### config.mk
export PLATFORM = sky130hd
export DESIGN_NAME = pt_write_port
export DESIGN_NICKNAME = d
export VERILOG_FILES = /design/src/rtl/pt_write_port_pkg.sv /design/src/rtl/pt_sync_fifo.sv /design/src/rtl/pt_write_port.sv
export SDC_FILE = /design/constraint.sdc
export NUM_CORES = 1
export LEC_CHECK = 0
export ABC_AREA = 0
export ABC_CLOCK_PERIOD_IN_PS = 17450
export CAP_MARGIN = 25
export CORE_MARGIN = 8
export CORE_UTILIZATION = 50
export DETAILED_ROUTE_END_ITERATION = 10
export PLACE_DENSITY = 0.69
export SYNTH_ARGS = -nofsm -noshare
export SYNTH_HDL_FRONTEND = slang
export SYNTH_SLANG_ARGS = --single-unit
export TNS_END_PERCENT = 5
### constraint.sdc
create_clock -name clk -period 17.45 [get_ports clk]
set_input_delay 5.235 -clock clk [delete_from_list [all_inputs] [get_ports clk]]
set_output_delay 5.235 -clock clk [all_outputs]
set_load 0.03 [all_outputs]
### src/rtl/pt_write_port_pkg.sv
// Shared frame-geometry constants, FSM state encoding and pixel address helper
// for the projective-transform write port (package pt_mem_defs).
package pt_mem_defs;

   localparam int H_RES        = 640;
   localparam int V_RES        = 480;
   localparam int ADDR_W       = 19;
   localparam int DATA_W       = 18;
   localparam int FIFO_AW      = 3;
   localparam int FRAME_PIXELS = H_RES * V_RES;

   typedef enum logic [1:0] {
      ST_IDLE  = 2'd0,
      ST_DRAIN = 2'd1,
      ST_CLEAR = 2'd2
   } pt_state_e;

   // y*640 + x built from shifts; the result wraps modulo 2^ADDR_W.
   function automatic logic [ADDR_W-1:0] xy_to_addr(input logic [9:0] x,
                                                    input logic [8:0] y);
      logic [ADDR_W-1:0] yw;
      yw = ADDR_W'(y);
      return (yw << 9) + (yw << 7) + ADDR_W'(x);
   endfunction

endpackage

### src/rtl/pt_sync_fifo.sv
// Single-clock FIFO with occupancy count; push is ignored when full and
// pop is ignored when empty, so the caller may gate loosely.
module pt_sync_fifo #(
   parameter int AW = 3,
   parameter int W  = 37
) (
   input  logic          clk,
   input  logic          reset,
   input  logic          push,
   input  logic [W-1:0]  wdata,
   input  logic          pop,
   output logic [W-1:0]  rdata,
   output logic [AW:0]   count
);

   localparam int            DEPTH    = 1 << AW;
   localparam logic [AW:0]   FULL_CNT = (AW+1)'(DEPTH);

   logic [W-1:0]  mem_q [DEPTH];
   logic [AW-1:0] wr_ptr_q, wr_ptr_d;
   logic [AW-1:0] rd_ptr_q, rd_ptr_d;
   logic [AW:0]   count_q, count_d;
   logic          do_push, do_pop;

   always_comb begin
      do_push  = push && (count_q != FULL_CNT);
      do_pop   = pop && (count_q != '0);
      wr_ptr_d = wr_ptr_q;
      rd_ptr_d = rd_ptr_q;
      count_d  = count_q;
      if (do_push) begin
         wr_ptr_d = wr_ptr_q + 1'b1;
      end
      if (do_pop) begin
         rd_ptr_d = rd_ptr_q + 1'b1;
      end
      if (do_push && !do_pop) begin
         count_d = count_q + 1'b1;
      end else if (do_pop && !do_push) begin
         count_d = count_q - 1'b1;
      end
   end

   always_ff @(posedge clk) begin
      if (reset) begin
         wr_ptr_q <= '0;
         rd_ptr_q <= '0;
         count_q  <= '0;
      end else begin
         wr_ptr_q <= wr_ptr_d;
         rd_ptr_q <= rd_ptr_d;
         count_q  <= count_d;
      end
   end

   // Storage needs no reset: count gates every read of it.
   always_ff @(posedge clk) begin
      if (do_push) begin
         mem_q[wr_ptr_q] <= wdata;
      end
   end

   assign rdata = mem_q[rd_ptr_q];
   assign count = count_q;

endmodule

### src/rtl/pt_write_port.sv
// Buffers transform pixel writes and issues them to ZBT SRAM in granted slots;
// also clears the frame. Optional PT_BOUNDS_CHECK_EN discards off-frame pixels.
module pt_write_port
   import pt_mem_defs::pt_state_e, pt_mem_defs::ST_IDLE, pt_mem_defs::ST_DRAIN,
          pt_mem_defs::ST_CLEAR, pt_mem_defs::xy_to_addr;
#(
   parameter int FIFO_AW = pt_mem_defs::FIFO_AW,
   parameter int H_RES   = pt_mem_defs::H_RES,
   parameter int V_RES   = pt_mem_defs::V_RES,
   parameter int ADDR_W  = pt_mem_defs::ADDR_W,
   parameter int DATA_W  = pt_mem_defs::DATA_W
) (
   input  logic              clk,
   input  logic              reset,
   input  logic              pt_wr,
   input  logic [9:0]        pt_x,
   input  logic [8:0]        pt_y,
   input  logic [DATA_W-1:0] pt_pixel_write,
   output logic              ptflag,
   input  logic              clear_req,
   output logic              clear_busy,
   input  logic              mem_grant,
   output logic              mem_req,
   output logic              mem_we,
   output logic [ADDR_W-1:0] mem_addr,
   output logic [DATA_W-1:0] mem_wdata,
   output logic              overflow,
   output pt_state_e         state_dbg
`ifdef PT_BOUNDS_CHECK_EN
   ,
   output logic [15:0]       oob_count
`endif
);

   // Handshake: the producer may drive pt_wr in the cycle after it sees ptflag=1;
   // a memory write transfers only in a cycle where mem_req && mem_grant, which is
   // exactly when mem_we=1; its data follows on mem_wdata two cycles later.

   localparam int                FW        = ADDR_W + DATA_W;
   localparam int                DEPTH     = 1 << FIFO_AW;
   localparam int                FRAME_N   = H_RES * V_RES;
   localparam logic [ADDR_W-1:0] LAST_ADDR = ADDR_W'(FRAME_N - 1);
   localparam logic [FIFO_AW:0]  FULL_CNT  = (FIFO_AW+1)'(DEPTH);
   localparam logic [FIFO_AW:0]  FLAG_MAX  = (FIFO_AW+1)'(DEPTH - 2);

   pt_state_e         state_q, state_d;
   logic [ADDR_W-1:0] clr_addr_q, clr_addr_d;
   logic              ptflag_q, ptflag_d;
   logic              overflow_q, overflow_d;
   logic              wd_s1_vld_q, wd_s1_vld_d;
   logic [DATA_W-1:0] wd_s1_q, wd_s1_d;
   logic [DATA_W-1:0] mem_wdata_q, mem_wdata_d;

   logic              push_en, pop_en, coord_oob, fifo_full;
   logic [FW-1:0]     fifo_wdata, fifo_rdata;
   logic [FIFO_AW:0]  fifo_count, fifo_count_nxt;
   logic [DATA_W-1:0] pipe_data;

`ifdef PT_BOUNDS_CHECK_EN
   logic [15:0] oob_count_q, oob_count_d;

   assign coord_oob = (int'(pt_x) >= H_RES) || (int'(pt_y) >= V_RES);
`else
   assign coord_oob = 1'b0;
`endif

   assign fifo_full  = (fifo_count == FULL_CNT);
   assign push_en    = pt_wr && !coord_oob && !fifo_full;
   assign fifo_wdata = {xy_to_addr(pt_x, pt_y), pt_pixel_write};

   pt_sync_fifo #(
      .AW (FIFO_AW),
      .W  (FW)
   ) u_fifo (
      .clk   (clk),
      .reset (reset),
      .push  (push_en),
      .wdata (fifo_wdata),
      .pop   (pop_en),
      .rdata (fifo_rdata),
      .count (fifo_count)
   );

   always_comb begin
      state_d     = state_q;
      clr_addr_d  = clr_addr_q;
      overflow_d  = overflow_q;
      mem_req     = 1'b0;
      mem_we      = 1'b0;
      mem_addr    = '0;
      pop_en      = 1'b0;
      pipe_data   = '0;

      if (pt_wr && !coord_oob && fifo_full) begin
         overflow_d = 1'b1;
      end

      case (state_q)
         ST_IDLE, ST_DRAIN: begin
            mem_req = (fifo_count != '0);
            if (mem_req) begin
               mem_addr = fifo_rdata[FW-1:DATA_W];
            end
            if (mem_req && mem_grant) begin
               mem_we    = 1'b1;
               pop_en    = 1'b1;
               pipe_data = fifo_rdata[DATA_W-1:0];
            end
            if (state_q == ST_IDLE) begin
               if (clear_req) begin
                  state_d = ST_DRAIN;
               end
            end else if (fifo_count == '0) begin
               state_d = ST_CLEAR;
            end
         end
         ST_CLEAR: begin
            mem_req  = 1'b1;
            mem_addr = clr_addr_q;
            if (mem_grant) begin
               mem_we = 1'b1;
               if (clr_addr_q == LAST_ADDR) begin
                  clr_addr_d = '0;
                  state_d    = ST_IDLE;
               end else begin
                  clr_addr_d = clr_addr_q + 1'b1;
               end
            end
         end
         default: begin
            state_d = ST_IDLE;
         end
      endcase

      fifo_count_nxt = fifo_count + (FIFO_AW+1)'(push_en) - (FIFO_AW+1)'(pop_en);
      // Registered from next-cycle values so the flag matches the cycle it is seen in.
      ptflag_d = (state_d == ST_IDLE) && (fifo_count_nxt <= FLAG_MAX);

      wd_s1_vld_d = mem_we;
      wd_s1_d     = pipe_data;
      mem_wdata_d = wd_s1_vld_q ? wd_s1_q : mem_wdata_q;
   end

`ifdef PT_BOUNDS_CHECK_EN
   always_comb begin
      oob_count_d = oob_count_q;
      if (pt_wr && coord_oob && (oob_count_q != 16'hFFFF)) begin
         oob_count_d = oob_count_q + 16'd1;
      end
   end

   always_ff @(posedge clk) begin
      if (reset) begin
         oob_count_q <= '0;
      end else begin
         oob_count_q <= oob_count_d;
      end
   end

   assign oob_count = oob_count_q;
`endif

   always_ff @(posedge clk) begin
      if (reset) begin
         state_q     <= ST_IDLE;
         clr_addr_q  <= '0;
         ptflag_q    <= 1'b0;
         overflow_q  <= 1'b0;
         wd_s1_vld_q <= 1'b0;
         wd_s1_q     <= '0;
         mem_wdata_q <= '0;
      end else begin
         state_q     <= state_d;
         clr_addr_q  <= clr_addr_d;
         ptflag_q    <= ptflag_d;
         overflow_q  <= overflow_d;
         wd_s1_vld_q <= wd_s1_vld_d;
         wd_s1_q     <= wd_s1_d;
         mem_wdata_q <= mem_wdata_d;
      end
   end

   assign ptflag     = ptflag_q;
   assign clear_busy = (state_q != ST_IDLE);
   assign overflow   = overflow_q;
   assign mem_wdata  = mem_wdata_q;
   assign state_dbg  = state_q;

endmodule
# Word-level counts from Yosys, hierarchy flattened
# Memories as Yosys holds them, arrays and structs flattened. A register that Yosys moved wholly into a read port is not among the register bits.
# Index checks and enable logic that the tools add are counted.
# W data, S select, Z words.
# totals
ram_bits	296
mem_count	1
reg_bits	70
word_cells	68
input_bits	42
# memory_table
memory	depth	word_bits	read_ports	rd_ports_with_merged_regs	write_ports	line	text
u_fifo.mem_q	8	37	1	1	1	pt_sync_fifo.sv:19	logic [W-1:0] mem_q [DEPTH];
# classes
eq_ne	5
add_sub_neg	9
bitwise	2
order_cmp	1
n_mux	20
n_reduce_logical	20
# op_table
op	n
$mux W19	2
$pmux W19 S2	1
$add A18 B16 Y19	1
$add A19 B1 Y19 const B	1
$add A19 B10 Y19	1
$eq A19 B19 Y1 const B	1
$mux W2	5
$logic_and A1 B1 Y1	8
$mux W4	2
$add A3 B1 Y3 const B	2
$mux W3	2
$mux W1	5
$add A4 B1 Y4	1
$add A4 B1 Y4 const B	1
$eq A4 B4 Y1 const B	1
$le A4 B3 Y1 const B	1
$logic_not A2 Y1	2
$logic_not A4 Y1	1
$ne A4 B4 Y1 const B	1
$pmux W1 S2	2
$pmux W2 S2	1
$reduce_bool A2 Y1	2
$reduce_bool A4 Y1	1
$sub A4 B1 Y4	1
other kinds (8)	11

# Depth between registers and ports, before layout
# depth
word_depth	8
ltp_mapped	13
mapped_depth_nobuf	13

# Modules after synthesis
# Synthesis repeated with hierarchy kept, for this count alone.
# hier_totals
cells_unflattened	838
area_unflattened_um2	14900.5
# modules_own_cells
mod	cells_each	area_per_inst_um2	n_inst
pt_sync_fifo	499	11747.5	1
pt_write_port	339	3153.0	1

# Worst setup path before layout
# Ideal clock, no wire load.
# synth_path
kind	input-to-output
startpoint	input mem_grant
endpoint	output mem_we
arrival_ps	5837
setup_slack_ps	6378
path_stages	3
path_buffers	1
cell_sequence	nand3b_1 clkbuf_1 nand2_1
# synth_via
elab_chain_len	3
# synth_lines
item	line	text
start: declaration	pt_write_port.sv:22	input logic mem_grant,
$logic_and A1 B1 Y1	pt_write_port.sv:104	if (mem_req && mem_grant) begin
$mux W1	pt_write_port.sv:104	
$pmux W1 S2 (*)	pt_write_port.sv:98	case (state_q)
end: declaration	pt_write_port.sv:24	output logic mem_we,
# Every way passes the cells marked *; elsewhere a longest branch is shown, timed or not.

# Worst setup path after layout
# Same ends and word-level chain as after synthesis.

==> impl_metrics.env <==
export IMPL_cts_tree="done"
export IMPL_path_delay_family="buffers and inverters"
export IMPL_rsz0062_at_grt="false"
export IMPL_reg2reg_slack_ns=14.24
export IMPL_antenna_found_initial=3
export IMPL_final_common_cell="edfxtp_1"
export IMPL_clockRootBuffer="clkbuf_16"
export IMPL_end_kind="output pin"
export IMPL_synth_async_sr_flop_share_pct=0
export IMPL_clk_latency_ns=0.52
export IMPL_peakVddDrop_uv=70.5
export IMPL_arrival_ns=6.95
export IMPL_path_buf_inv=2
export IMPL_required_ns=12.21
export IMPL_vias=7808
export IMPL_final_hold_viol_count=0
export IMPL_synth_seq_area_share_pct=70.2
export IMPL_dr_pass1_iters=5
export IMPL_grt_pass1_wl_um=46100
export IMPL_die_width_um=188
export IMPL_power_density_nw_per_um2=142
export IMPL_place_ws_ns=5.27
export IMPL_syn_nets=939
export IMPL_crit_top_cell="clkdlybuf4s50_1"
export IMPL_skew_ns=0.0188
export IMPL_dp_cells=1316
export IMPL_clock_sinks=369
export IMPL_fmaxAchievable_mhz=82.1
export IMPL_synth_area_um2=14700
export IMPL_tightest_slew_ns=0.895
export IMPL_maxCapViolations=0
export IMPL_slowest_stage="clkdlybuf4s50_1"
export IMPL_drtIter0Drc=458
export IMPL_grt_pass1_vias=8090
export IMPL_core_area_um2=29300
export IMPL_area_delta_synth_final_pct=17.4
export IMPL_multi_input_area_um2=4190
export IMPL_io_buffers=85
export IMPL_hold_class="reg2reg"
export IMPL_dp_hpwl_um=17300
export IMPL_cts_resized=0
export IMPL_ctsLongestPathBuffers=3
export IMPL_cts_clk_slew_worst_paths_ns=0.06
export IMPL_drc_errors=0
export IMPL_synth_edff_count=296
export IMPL_finalInstanceArea_um2=17300
export IMPL_path_max_fanout=12
export IMPL_ys_types=46
export IMPL_ys_top_cells_by_area="edfxtp_1, mux4_2, dfxtp_1"
export IMPL_status="completed"
export IMPL_wl_per_cell_um=21.1
export IMPL_gp_congestion=0.785
export IMPL_setup_ws_ns=5.26
export IMPL_num_rows=63
export IMPL_syn_area_per_cell_um2=17.1
export IMPL_relSlewSlack_pct=40.2
export IMPL_final_cells=1385
export IMPL_die_h_um=188
export IMPL_cts_buffers=36
export IMPL_place_area_um2=16100
export IMPL_cts_hold_fix_buffers=0
export IMPL_drive_above_1_share_pct=16.5
export IMPL_cts_htree_levels=2
export IMPL_slowest_delay_ns=0.69
export IMPL_fill_cells=2202
export IMPL_viasPerCell=5.64
export IMPL_start_util_pct=50.3
export IMPL_seq_area_um2=10400
export IMPL_grt_max_degree=49
export IMPL_yosysWarnings=0
export IMPL_final_cell_mix="edfxtp_1, clkdlybuf4s50_1, mux4_2"
export IMPL_timing_final_crit_share_pct=69.8
export IMPL_synth_cells=864
export IMPL_io_pins=86
export IMPL_track_usage_pct=16.7
export IMPL_fin_nets=1040
export IMPL_period_needed_ns=12.19
export IMPL_drv_slew=0
export IMPL_path_class="in2out"
export IMPL_dieArea_um2=35200
export IMPL_power_leakage_nw=5.57
export IMPL_post_synth_top_area_cell="edfxtp_1"
export IMPL_critPathLaunchType="input port"
export IMPL_cp_cell_sequence="clkdlybuf4s50_1 -> nand3b_1 -> nand2_1 -> clkdlybuf4s50_1"
export IMPL_tns_ns=0
export IMPL_yosysTopAreaCellShare_pct=60.3
export IMPL_overflow=0
export IMPL_ys_ff_latch=369
export IMPL_finalSetupViolCount=0
export IMPL_synth_main_ff_cell="edfxtp_1"
export IMPL_wirelength_um=29200
export IMPL_post_cts_buffers=0
export IMPL_ant_nets=0
[area by class of cell]
type	count	area share, %
multi-input combinational	434	24.2
timing repair buffer	104	5.90
tap	390	2.82
antenna	2	0.0289
sequential	369	59.9
inverter	20	0.434
clock buffer	48	5.83
clock inverter	18	0.890
[worst register-to-register path: stages, from the launching register on]
cell and delay [ns]:
dfxtp_1 0.31, inv_1 0.12, ha_1 0.18, or3b_2 0.47, nand2_1 0.29, inv_1 0.18, ha_1 0.24, inv_1 0.13
ha_1 0.25, a21o_1 0.17, a21oi_1 0.18, mux2i_1 0.23, mux2_2 0.34
[where the power goes]
group	switching [mW]	leakage (nW)	internal (mW)
Combinational	0.333	1.72	0.286
Sequential	0.0443	3.28	1.03
Clock	0.314	0.565	0.438
Total	0.691	5.57	1.76
[registers in the layout, indices dropped and copies added, names as in the netlist, named ones only]
name	cells
state_dbg	2
mem_wdata	18
u_fifo.wr_ptr_q	3
u_fifo.rd_ptr_q	3
overflow	1
ptflag	1
u_fifo.count	4
u_fifo.mem_q	296
wd_s1_vld_q	1
wd_s1_q	18
clr_addr_q	19
[synth_stat cells, types with 5 or more instances]
cell      number
buf_2         16
nand2_1       39
nand4_1        5
or3_1          8
mux2i_1       58
edfxtp_1     296
nor2_1        70
a21oi_1       21
ha_1          29
o21ai_0       25
mux4_2        74
or4_1          6
nor3_1         8
xnor2_1       13
inv_1         20
xor2_1         9
dfxtp_1       73
clkbuf_1      21
nand3_1       15
[per-stage QoR]
stage          hold slack (ns)  utilization [%]  power [mW]
2_1_floorplan            0.440                -        1.51
3_3_place_gp             0.446             54.8        1.71
3_5_place_dp             0.454             54.9        1.72
4_1_cts                  0.471             58.9        2.47
5_1_grt                  0.494             59.0        2.56
6_report                 0.469             59.0        2.45
[worst paths after layout]
kind,startpoint,cells past startpoint,to
setup / recovery,mem_grant,4,mem_we
hold / removal,wd_s1_q[8],2,mem_wdata[8]
setup reg to reg,u_fifo.count[2],12,u_fifo.count[3]
hold reg to reg,wd_s1_q[8],2,mem_wdata[8]
[logic make-up after synthesis]
group	after synthesis	share of synthesized area (%)
mux	133	15.3
xor+xnor	22	1.31
flops	369	70.2
buf+inv	61	1.69
simple gates	177	5.67
compound gates	69	2.78
fa+ha+maj	33	3.01
[layer usage]
| layer | vias to the layer above | global-route usage, % | wire (um) |
|---|---|---|---|
| li1 | 3571 | - | - |
| met1 | 3988 | 22.5 | 13100 |
| met2 | 215 | 27.7 | 14200 |
| met3 | 32 | 2.77 | 1460 |
| met4 | 2 | 4.58 | 464 |
| met5 | - | 0 | 13 |
Power figures use the tool's default switching activity.
